`config.mk`:
```
export PLATFORM = sky130hd
export DESIGN_NAME = coeff_write_sequencer
export DESIGN_NICKNAME = d
export VERILOG_FILES = /design/src/rtl/coeff_write_sequencer.sv
export SDC_FILE = /design/constraint.sdc
export NUM_CORES = 1
export LEC_CHECK = 0
export CAP_MARGIN = 5
export CORE_MARGIN = 3
export CORE_UTILIZATION = 45
export DETAILED_ROUTE_END_ITERATION = 10
export PLACE_DENSITY_LB_ADDON = 0.08
export RECOVER_POWER = 25
export SYNTH_ARGS = -nofsm -noshare
export SYNTH_HDL_FRONTEND = slang
export SYNTH_SLANG_ARGS = --single-unit
```
`constraint.sdc`:
```
create_clock -name clk -period 2.42 [get_ports clk]
set_clock_uncertainty 0.15 [all_clocks]
set_input_delay 0.484 -clock clk [delete_from_list [all_inputs] [get_ports clk]]
set_output_delay 0.484 -clock clk [all_outputs]
set_load 0.05 [all_outputs]
```
`src/rtl/coeff_write_sequencer.sv`:
```
// Coefficient write sequencer: streams N words from a synchronous source memory onto the coefficient write bus.
// Optional running checksum output enabled by defining COEFF_WRITE_CHECKSUM_EN.
//
// state  | meaning
// IDLE   | waiting for i_start; captures clamped word count
// FETCH  | source latches address 0; next read address issued
// STREAM | one write per enabled cycle, read address one ahead
// DONE   | single write_done pulse, then back to IDLE
module coeff_write_sequencer #(
    parameter int NUM_COEFFS = 48,
    parameter int ADDR_W     = 6,
    parameter int DATA_W     = 16
) (
    input  logic              clk,
    input  logic              rst,
    input  logic              clk_enable,
    input  logic              i_start,
    input  logic [6:0]        i_count,
    output logic [ADDR_W-1:0] o_src_addr,
    output logic              o_src_en,
    input  logic [DATA_W-1:0] i_src_data,
    output logic              o_write_enable,
    output logic              o_write_done,
    output logic [ADDR_W-1:0] o_write_address,
    output logic [DATA_W-1:0] o_coeffs_in,
    output logic              o_busy
`ifdef COEFF_WRITE_CHECKSUM_EN
    ,
    output logic [15:0]       o_checksum
`endif
);

    localparam int CNT_W = ADDR_W + 1;
    localparam logic [6:0] MAX_N = 7'(NUM_COEFFS);

    typedef enum logic [1:0] {S_IDLE, S_FETCH, S_STREAM, S_DONE} state_t;

    state_t             state, state_nxt;
    logic [CNT_W-1:0]   n_words, n_words_nxt;
    logic [CNT_W-1:0]   k, k_nxt;
    logic [6:0]         n_clamp;
    logic [ADDR_W-1:0]  src_addr_nxt;
    logic               src_en_nxt;
    logic               write_enable_nxt;
    logic               write_done_nxt;
    logic [ADDR_W-1:0]  write_address_nxt;
    logic [DATA_W-1:0]  coeffs_nxt;
    logic               busy_nxt;
`ifdef COEFF_WRITE_CHECKSUM_EN
    logic [15:0]        checksum_nxt;
`endif

    assign n_clamp = (i_count > MAX_N) ? MAX_N : i_count;

    always_comb begin
        state_nxt         = state;
        n_words_nxt       = n_words;
        k_nxt             = k;
        src_addr_nxt      = o_src_addr;
        src_en_nxt        = o_src_en;
        write_enable_nxt  = 1'b0;
        write_done_nxt    = 1'b0;
        write_address_nxt = o_write_address;
        coeffs_nxt        = o_coeffs_in;
`ifdef COEFF_WRITE_CHECKSUM_EN
        checksum_nxt      = o_checksum;
`endif
        case (state)
            S_IDLE: begin
                if (i_start) begin
                    n_words_nxt = CNT_W'(n_clamp);
`ifdef COEFF_WRITE_CHECKSUM_EN
                    checksum_nxt = '0;
`endif
                    if (n_clamp == 7'd0) begin
                        state_nxt = S_DONE;
                    end else begin
                        src_addr_nxt = '0;
                        src_en_nxt   = 1'b1;
                        state_nxt    = S_FETCH;
                    end
                end
            end
            S_FETCH: begin
                if (n_words > CNT_W'(1)) begin
                    src_addr_nxt = ADDR_W'(1);
                end else begin
                    src_en_nxt = 1'b0;
                end
                k_nxt     = '0;
                state_nxt = S_STREAM;
            end
            S_STREAM: begin
                write_enable_nxt  = 1'b1;
                write_address_nxt = k[ADDR_W-1:0];
                coeffs_nxt        = i_src_data;
`ifdef COEFF_WRITE_CHECKSUM_EN
                checksum_nxt      = o_checksum + 16'(i_src_data);
`endif
                k_nxt             = k + CNT_W'(1);
                // the source latches k+1 on this edge, so the next address to issue is k+2
                if ((k + CNT_W'(2)) < n_words) begin
                    src_addr_nxt = ADDR_W'(k + CNT_W'(2));
                end else begin
                    src_en_nxt = 1'b0;
                end
                if (k == n_words - CNT_W'(1)) begin
                    state_nxt = S_DONE;
                end
            end
            S_DONE: begin
                write_done_nxt = 1'b1;
                state_nxt      = S_IDLE;
            end
            default: state_nxt = S_IDLE;
        endcase
        busy_nxt = (state_nxt != S_IDLE);
    end

    always_ff @(posedge clk) begin
        if (!rst) begin
            state           <= S_IDLE;
            n_words         <= '0;
            k               <= '0;
            o_src_addr      <= '0;
            o_src_en        <= 1'b0;
            o_write_enable  <= 1'b0;
            o_write_done    <= 1'b0;
            o_write_address <= '0;
            o_coeffs_in     <= '0;
            o_busy          <= 1'b0;
`ifdef COEFF_WRITE_CHECKSUM_EN
            o_checksum      <= '0;
`endif
        end else if (clk_enable) begin
            state           <= state_nxt;
            n_words         <= n_words_nxt;
            k               <= k_nxt;
            o_src_addr      <= src_addr_nxt;
            o_src_en        <= src_en_nxt;
            o_write_enable  <= write_enable_nxt;
            o_write_done    <= write_done_nxt;
            o_write_address <= write_address_nxt;
            o_coeffs_in     <= coeffs_nxt;
            o_busy          <= busy_nxt;
`ifdef COEFF_WRITE_CHECKSUM_EN
            o_checksum      <= checksum_nxt;
`endif
        end
    end

endmodule

```
# After elaboration in Yosys (flattened, before gate mapping)
# Cells that the tools add are included.
[totals] regBits=48 input_bits=27 output_inout_bits=32 word_cells=54
[classes] add_sub_neg=3 magnitude_cmp=3 n_eq_ne=10 mux=18 reduce_logical=10
[op_table] cell="two-way mux 6 bit" count=4
[op_table] cell="one-hot mux 6 bit (3 select lines)" count=1
[op_table] cell="one-hot mux 7 bit (2 select lines)" count=1
[op_table] cell="inequality test 2 bit, second input constant" count=6
[op_table] cell="AND reduction 6 bit" count=2
[op_table] cell="one-hot mux 2 bit (4 select lines)" count=1
[op_table] cell="adder 7 x 1 -> 7 bit, second input constant" count=1
[op_table] cell="adder 7 x 2 -> 7 bit, second input constant" count=1
[op_table] cell="equality test 7 bit" count=1
[op_table] cell="> comparator 7 x 1 -> 1 bit, second input constant" count=1
[op_table] cell="> comparator 7 x 6 -> 1 bit, second input constant" count=1
[op_table] cell="zero test 7 bit" count=1
[op_table] cell="< comparator 7 bit" count=1
[op_table] cell="two-way mux 7 bit" count=1
[op_table] cell="subtractor 7 x 1 -> 7 bit, second input constant" count=1
[op_table] cell="two-way mux 1 bit" count=6
[op_table] cell="two-way mux 2 bit" count=3
[op_table] cell="equality test 2 bit, second input constant" count=2
[op_table] cell="AND reduction 2 bit" count=2
[op_table] cell="nonzero test 2 bit" count=2
[op_table] cell="one-hot mux 1 bit (3 select lines)" count=1
[op_table] cell="AND reduction 3 bit" count=1
[op_table] cell="nonzero test 3 bit" count=1
[op_table] cell="equality test 2 x 1 -> 1 bit, second input constant" count=1
[op_table] cell="zero test 2 bit" count=1

# Depth between registers and ports, before layout
[depth] depth_word=7 ltp_mapped=11 mapped_depth_nobuf=10

# Least setup slack after synthesis
# OpenSTA, ideal clock, no wires.
[synth_timing] kind="register to register" start="register k[4]" end="register o_src_addr[0]" setup_ps=72 arrival_time_ps=2208 required_ps=2198 slack_ps=-9 path_stages_with_launch=12 n_path_buf=1 period_less_slack_ps=2429 path_cell_list="dfxtp_1 clkbuf_1 nand2_1 nor2_1 nand2_1 xnor2_1 ha_1 nand4_1 a21oi_1 or3_1 a21oi_4 mux2i_1"
[synth_via] elab_chain_cells=4
[synth_rtl] element="start: declaration" line="40" text="logic [CNT_W-1:0] k, k_nxt;"
[synth_rtl] element="start signal: assignment" line="138" text="k <= k_nxt;"
[synth_rtl] element="adder 7 x 2 -> 7 bit"
[synth_rtl] element="< comparator 7 bit" line="102" text="if ((k + CNT_W'(2)) < n_words) begin"
[synth_rtl] element="inequality test 2 bit (no source line)"
[synth_rtl] element="AND reduction 6 bit (no source line)"
[synth_rtl] element="end signal: assignment" line="139" text="o_src_addr <= src_addr_nxt;"
[synth_rtl] element="end: declaration" line="19" text="output logic [ADDR_W-1:0] o_src_addr,"
# Every way passes these cells.
# A chain may end at the register's enable or synchronous reset.

# Worst setup path in the final report
[layout_timing] start="register k[2]" end="register o_src_addr[2]"
[layout_via] elab_chain_cells=4 word_cells_on_any_way=6 classes_between="add/sub: 1; order compare: 1; eq/ne: 1; mux: 2; reduce/logical: 1"
[layout_rtl] element="adder 7 x 2 -> 7 bit *" line="103" text="src_addr_nxt = ADDR_W'(k + CNT_W'(2));"
[layout_rtl] element="< comparator 7 bit" line="102"
[layout_rtl] element="inequality test 2 bit (no source line)"
[layout_rtl] element="AND reduction 6 bit (no source line)"
# Mark *: on every way between the ends. The rest lies on a longest branch, timed or not. The select of a mux whose other input is x is not followed.

==> impl_results.md <==
* Post-detailed-route count of antenna-violating nets at 0
* Ratio of routed vias to standard cells at 5.26
* Startpoint type of the worst setup path: flop
* Combinational family with the most area after synthesis: simple AND/OR/NAND/NOR gates
* Primary FF master, synth: dfxtp_1
* Most used cells in the layout excluding fill and tap cells: nand2_1 (68), clkdlybuf4s50_1 (57), dfxtp_1 (43)
* Number of distinct library cells after synthesis at 48
* Leak pwr at 1.38 nW
* Initial standard-cell utilization of the core at 48.4%
* Total routed wirelength at 6350 µm
* Number of rows created at floorplan at 26
* Seq/Total Area, Yosys at 37.2%
* Number of design rule violations left after detail routing at 0
* Setup WS post-layout at roughly 62 ps
* Mean post-synth cell area at about 8.4 µm²
* Detailed-placement wirelength estimate at 4480 µm
* Diodes inserted at 0
* Most frequent standard cell in the layout excluding fill and tap cells: nand2_1
* Share of cell area taken by muxes after synthesis at 2.71%
* Floorplan core area at 0.00534 mm²
* Area share of xor/xnor cells in the synthesized design at 4.75%
* Cell area after technology mapping at 0.00258 mm²
* Path class of the lowest-slack min-delay path: flop to flop
* Worst slew pin tran at 519 ps
* First-pass iteration count of the detailed router at 4
* Routed length on met2 at 3090 µm
* Synthesized netlist net count at 349
* Die Footprint at 0.00668 mm²
* Maximum buffer depth of the clock tree at 2
* Power per unit of standard cell area at between 400 and 500 mW/mm²
* Number of antenna violations at the first check in global routing at 0
* Fraction of registers with async set or reset after synthesis at 0%
* Time the worst path needs with I/O delays and setup at 2360 ps
* Cell at the root of the clock tree: clkbuf_8
* Fraction of the cycle the final worst path needs at 97.4%
* First-pass GRT wire length at 9720 µm
* Maximum number of pins on one net before global-route repair at 26
* Total of buffers placed on input and output ports at 58
* Ys Warns at 0
* Die Height at a little over 80 µm
* Power consumption at 1.71 mW
* Max-cap viol count at 0
* Count of pins over their slew limit at 0
* Maximum clock frequency at 424 MHz
* Post-Place Setup Slack at 3.05 ps
* Total of hold buffers inserted after clock tree synthesis at 0
* Post-synthesis share of cell area spent on and, or, nand and nor gates at a little under a quarter
* WL met3 at roughly 360 µm
* Cells after synthesis at 306
* I/O pin total at 59
* Compound-Gate Fraction of Synth Area at 18.8%
* Count of endpoints failing setup in the final report at 0
* Result of the run: finished, final reports clean
* Number of nets in the final layout at 425
* Crit path required time at 2510 ps
* Routed wire per std cell at 14.1 µm
* Worst skew pair latency at 300 ps
* Total of fill cells in the finished design at 450
* Signed area change from the synthesized netlist to the final layout at 38.3%
* Crit path DAT at 2450 ps
* Fraction of layout instances using a drive strength above 1 at 15.4%
* Sinks on the clock net at 48
* Maximum vdd drop at 0.366 mV
* Top routing layer used: met4
* Met1 routed wirelength after detailed routing at 2810 µm
* Vias in the first global route at about 2100
* TritonCTS clock tree: done
* Max transition margin at 65.3%
* Drt first-iter violations at around 110
* Type of the setup path with the least slack: flop to flop
* Placed cell count at 440
* Yosys reg bits at 48
* EDFF count, synth at 0
* GR Overflow Total at 0
* Clock slew at the register clock pins of the worst setup and hold paths at 90 ps
* CTS Buf Count at 5
* Final weighted congestion in routability-driven placement at 0.917
* Detailed-route via count at 2376
* Endpoint type of the worst setup path: flop
* Max H-tree Level at 2
* Critical Path Fanout Max at 6
* Finished Layout Cells at 452
* DIE WIDTH at 81.8 µm
* Total track usage at 18.5%
* Final core area utilization at 67.0%
* Number of hold-slack violations in the final timing report at 0
* Post-synthesis share of cell area spent on full adders, half adders and majority gates at 7.75%
cell families after synthesis:
family | after synthesis
AO/OA/AOI/OAI | 65
XOR/XNOR | 14
adder cells (fa/ha/maj) | 16
buffers and inverters | 32
flip-flops | 48
multiplexers | 7
AND/OR/NAND/NOR | 124
area by class of cell:
type	count	area [µm²]	share of cell area, %
Tap cell	70	87.6	2.45
Timing Repair Buffer	87	796	22.3
Sequential cell	48	975	27.3
Clock inverter	1	8.76	0.245
Multi-Input combinational cell	226	1570	44.0
Clock buffer	6	82.6	2.31
Inverter	14	52.6	1.47
cells in the mapped netlist, types with 3 or more instances:
master | number | area, µm²
nor2_1 | 6 | 22.5
nand4_1 | 7 | 43.8
mux2i_1 | 7 | 70.1
buf_2 | 3 | 15.0
xnor2_1 | 13 | 114
clkbuf_1 | 13 | 48.8
ha_1 | 16 | 200
nor2b_1 | 11 | 68.8
dfxtp_1 | 48 | 961
a21o_1 | 4 | 30.0
nand3_1 | 7 | 35.0
nor3_1 | 4 | 20.0
inv_1 | 14 | 52.6
a22oi_1 | 4 | 30.0
nand2_1 | 71 | 267
a21boi_0 | 26 | 195
a21oi_1 | 10 | 50.1
o21ai_0 | 5 | 25.0
flip-flops by register name, summed over array words and instances (netlist names):
signal           flops
k                    7
n_words              7
o_busy               1
o_coeffs_in         16
o_src_addr           6
o_src_en             1
o_write_address      6
o_write_done         1
o_write_enable       1
state                2
critical path: stages (launching register included):
cell and delay, ps:
dfxtp_4 380, buf_6 100, ha_4 160, nand3_4 80
xnor2_2 150, ha_1 310, nand4_1 120, a21oi_2 50
or3_4 340, a21oi_4 270, mux2i_1 210
what timing repair did:
action / CTS / global route
pin swaps: 1 / 13
buffers inserted: 0 / 5
resized for setup: 1 / 27
endpoints found under the setup margin: 4 / 6
power breakdown:
group,internal [mW],total (mW),switching [mW]
registers,0.810,0.830,0.0200
logic,0.167,0.377,0.210
clock network,0.228,0.499,0.271
stage by stage:
step / hold slack (ps) / setup TNS (ps) / cell area (µm²)
global placement: 294 / 0 / 3350
floorplan: 337 / 0 / 2580
CTS: 310 / 0 / 3440
finish: 307 / 0 / 3570
global route: 332 / -89.8 / 3570
detailed placement: 298 / 0 / 3350
metal layers:
layer	up-vias	global-route usage, %
met5	-	0
met4	0	4.49
met2	61	29.1
li1	1201	-
met3	10	3.95
met1	1104	25.9
path summary, 6_finish.rpt:
path,cells past startpoint,slack [ps],end,start
worst max-delay path,10,60,o_src_addr[2],k[2]
worst min-delay path,2,310,o_src_addr[5],o_src_addr[5]
worst max register to register,10,60,o_src_addr[2],k[2]
worst min register to register,2,310,o_src_addr[5],o_src_addr[5]
Power figures use the tool's default switching activity.
==> patch (same settings) <==
Change the parameter `DATA_W` from 16 to 20.
--- a/src/rtl/coeff_write_sequencer.sv
+++ b/src/rtl/coeff_write_sequencer.sv
@@ -11,3 +11,3 @@
     parameter int ADDR_W     = 6,
-    parameter int DATA_W     = 16
+    parameter int DATA_W     = 20
 ) (
Ports: changed (resized i_src_data and o_coeffs_in); port bits go from 59 to 67. No check against the original RTL was run, so the function may have changed too.
==> patch against the unedited design <==
- the flow now finishes with violations (setup timing)
- synthesized area down 1.4%
- wire length up 2.4%
- sequential share of layout area up 1.3 points
- sequential cell count up 4
- final cell count up 4.6%
- sequential power up 8.2%
- die area down 1.3%
- power up 5.0%
- synthesized cell count up 0.33%
- via count up 2.9%
- worst setup slack worse by 0.12 ns
- final area up 2.7%
- combinational power up 3%
==> patch: results (changes against the unedited design) <==
* Status: complete, but fails checks
* Failing checks: setup timing
* Asr flop ratio synth at 0% (unchanged)
* Biggest regs: o_coeffs_in (20), k (7), n_words (7)
* Final TNS setup at -0.2828 ns (-0.2828 ns)
* Maximum clock insertion buffer count at 2 (unchanged)
* DRT met1 WL at 2.979 mm (+6.1%)
* Skew-Pair Late Insertion Delay at between 0.3 and 0.4 ns
* Final net count at 449 (+5.6%)
* Largest net degree at the start of global routing at 29 (+12%)
* Vias in the first global route at 2,297 (+8.8%)
* Inserted Diodes at 0 (unchanged)
* Initial antenna violation count at 0 (unchanged)
* HPWL Detailed at 4.716 mm (+5.2%)
* Cell Area, Placed at 3482 µm² (+4.0%)
* Max VDD drop at 0.2844 mV (-22%)
* Clock-pin slew on the worst setup and hold paths at 0.09 ns (about the same)
* LEAKAGE at 1.411 nW (+2.6%)
* Yosys cell types at 45 (-6.3%)
* Row cnt at 26 (unchanged)
* Syn_nets at 354 (+1.4%)
* Synth top area cells: dfxtp_1 41%, nand2_1 10%, ha_1 7.9%, a21oi_1 7.7%, xnor2_1 3.1%
* WL met3 at 300 µm (-17%)
* Setup Viol. Count Final at 7 (+7)
* Dominant synthesized flop cell: dfxtp_1
* PortBufs at 66 (+14%)
* HP Class: register to register
* H-Tree Depth at 2 (unchanged)
* Drt pass-1 iters at 4 (unchanged)
* Layout cells sized above 1 at 14.64% (-0.80 points)
* Dpl ws at -0.3081 ns (-0.3111 ns)
* Area share of the largest cell type after synthesis at 40.86% (+3.7 points)
* Fin Hold WS at 0.3065 ns (-0.0004020 ns)
* # hold bufs at CTS at 0 (unchanged)
* Detailed-route via count at 2,445 (+2.9%)
* Final WS setup at -0.05408 ns (-0.1163 ns)
* Worst stage delay on the critical path at 0.38 ns (about the same)
* Highest Signal Layer: met4
* TritonCTS Buffers at 5 (unchanged)
* GRT Util Overall at 20.63% (+2.1 points)
* Sequential cell area fraction in the yosys report at 40.86% (+3.7 points)
* Critical path's slowest cell: dfxtp_4
* Synth Warn # at 0 (unchanged)
* First-pass GRT wire length at 10.61 mm (+9.2%)
* Routed length per instance at 13.75 µm (-2.2%)
* GP Congestion at 0.8623 (-6.0%)
* GRT overflow at 0 (unchanged)
* Worst rel slew slack at 56.66% (-8.6 points)
* CP Max Fanout at 4 (-2)
* Iter 0 DRT Violations at 111 (-0.89%)
* Met2 WL at 3.162 mm (+2.3%)
* Power Internal at 1.260 mW (+4.5%)
* Clock root buffer: clkbuf_8
* Commonest cells post-synth: 68 x nand2_1, 52 x dfxtp_1, 39 x a21oi_1
* CP Data Arrival Time at 2.53 ns (+0.08 ns)
==> patch: cell types whose count changed in the layout (fill, tap and decap cells not counted), moves of 4 or more <==
cell / unedited run / this run
nor2_1: 5 / 13
xor2_1: 0 / 7
clkdlybuf4s50_1: 57 / 65
a21oi_1: 9 / 38
a211oi_1: 0 / 4
nor2b_1: 11 / 0
buf_4: 21 / 34
dfxtp_1: 43 / 49
a21boi_0: 26 / 1
==> patch: timing repair <==
action                                  4_1_cts  5_1_grt
setup buffers                                 3        3
resized for setup                             9        1
endpoints found under the setup margin        7        7
pin swaps                                     8        8
==> patch: through the flow <==
stage,utilization [%],instances
after floorplan,-,307
after global placement,65.67,459
after detailed placement,65.67,459
after CTS,68.78,470
after global routing,69.16,473
final,69.16,473
==> patch: path summary, 6_finish.rpt <==
check / cells after the start / start / end
max: 10 / k[2] / o_src_addr[3]
min reg2reg: 2 / o_write_address[0] / o_write_address[0]
max reg2reg: 10 / k[2] / o_src_addr[3]
min: 2 / o_write_address[0] / o_write_address[0]
==> patch: cell type report <==
cell class                 instances  area, µm²
fill                             454       1635
multi-input combinational        222       1408
sequential                        52       1047
timing repair buffer             105      975.9
tap                               70      87.58
clock buffer                       6      72.57
inverter                          16      60.06
clock inverter                     2      16.27
==> patch: logic make-up (layout without fill, tap and decap cells) <==
family / Yosys count / in the layout / share of synthesized area [%]
muxes: 5 / 5 / 1.965
xor gates and xnor gates: 16 / 16 / 5.501
AOI/OAI and AO/OA: 71 / 71 / 17.63
buffers and inverters: 33 / 129 / 6.139
adders and majority gates: 16 / 16 / 7.858
DFF: 52 / 52 / 40.86
and+or+nand+nor: 114 / 114 / 20.04
==> patch: routing by layer <==
layer | global-route usage, % | vias up
met5 | 0 | -
met2 | 33.25 | 54
met3 | 4.767 | 6
li1 | - | 1244
met4 | 7.601 | 0
met1 | 26.88 | 1141
==> patch: critical path: cells and delay by family (launching register included) <==
| family | cells | cell delay (ns) |
|---|---|---|
| buffers and inverters | 1 | 0.20 |
| flip-flops | 1 | 0.38 |
| AND/OR/NAND/NOR | 3 | 0.39 |
| XOR/XNOR | 1 | 0.20 |
| AO/OA/AOI/OAI | 4 | 0.74 |
| adder cells (fa/ha/maj) | 1 | 0.30 |
==> patch: power groups by stage <==
stage          combinational [mW]  sequential [mW]  clock (mW)
2_1_floorplan               0.176            0.975           0
3_3_place_gp                0.366            0.918           0
3_5_place_dp                0.368            0.919           0
4_1_cts                     0.384            0.898       0.520
5_1_grt                     0.417            0.901       0.556
6_report                    0.387            0.898       0.505
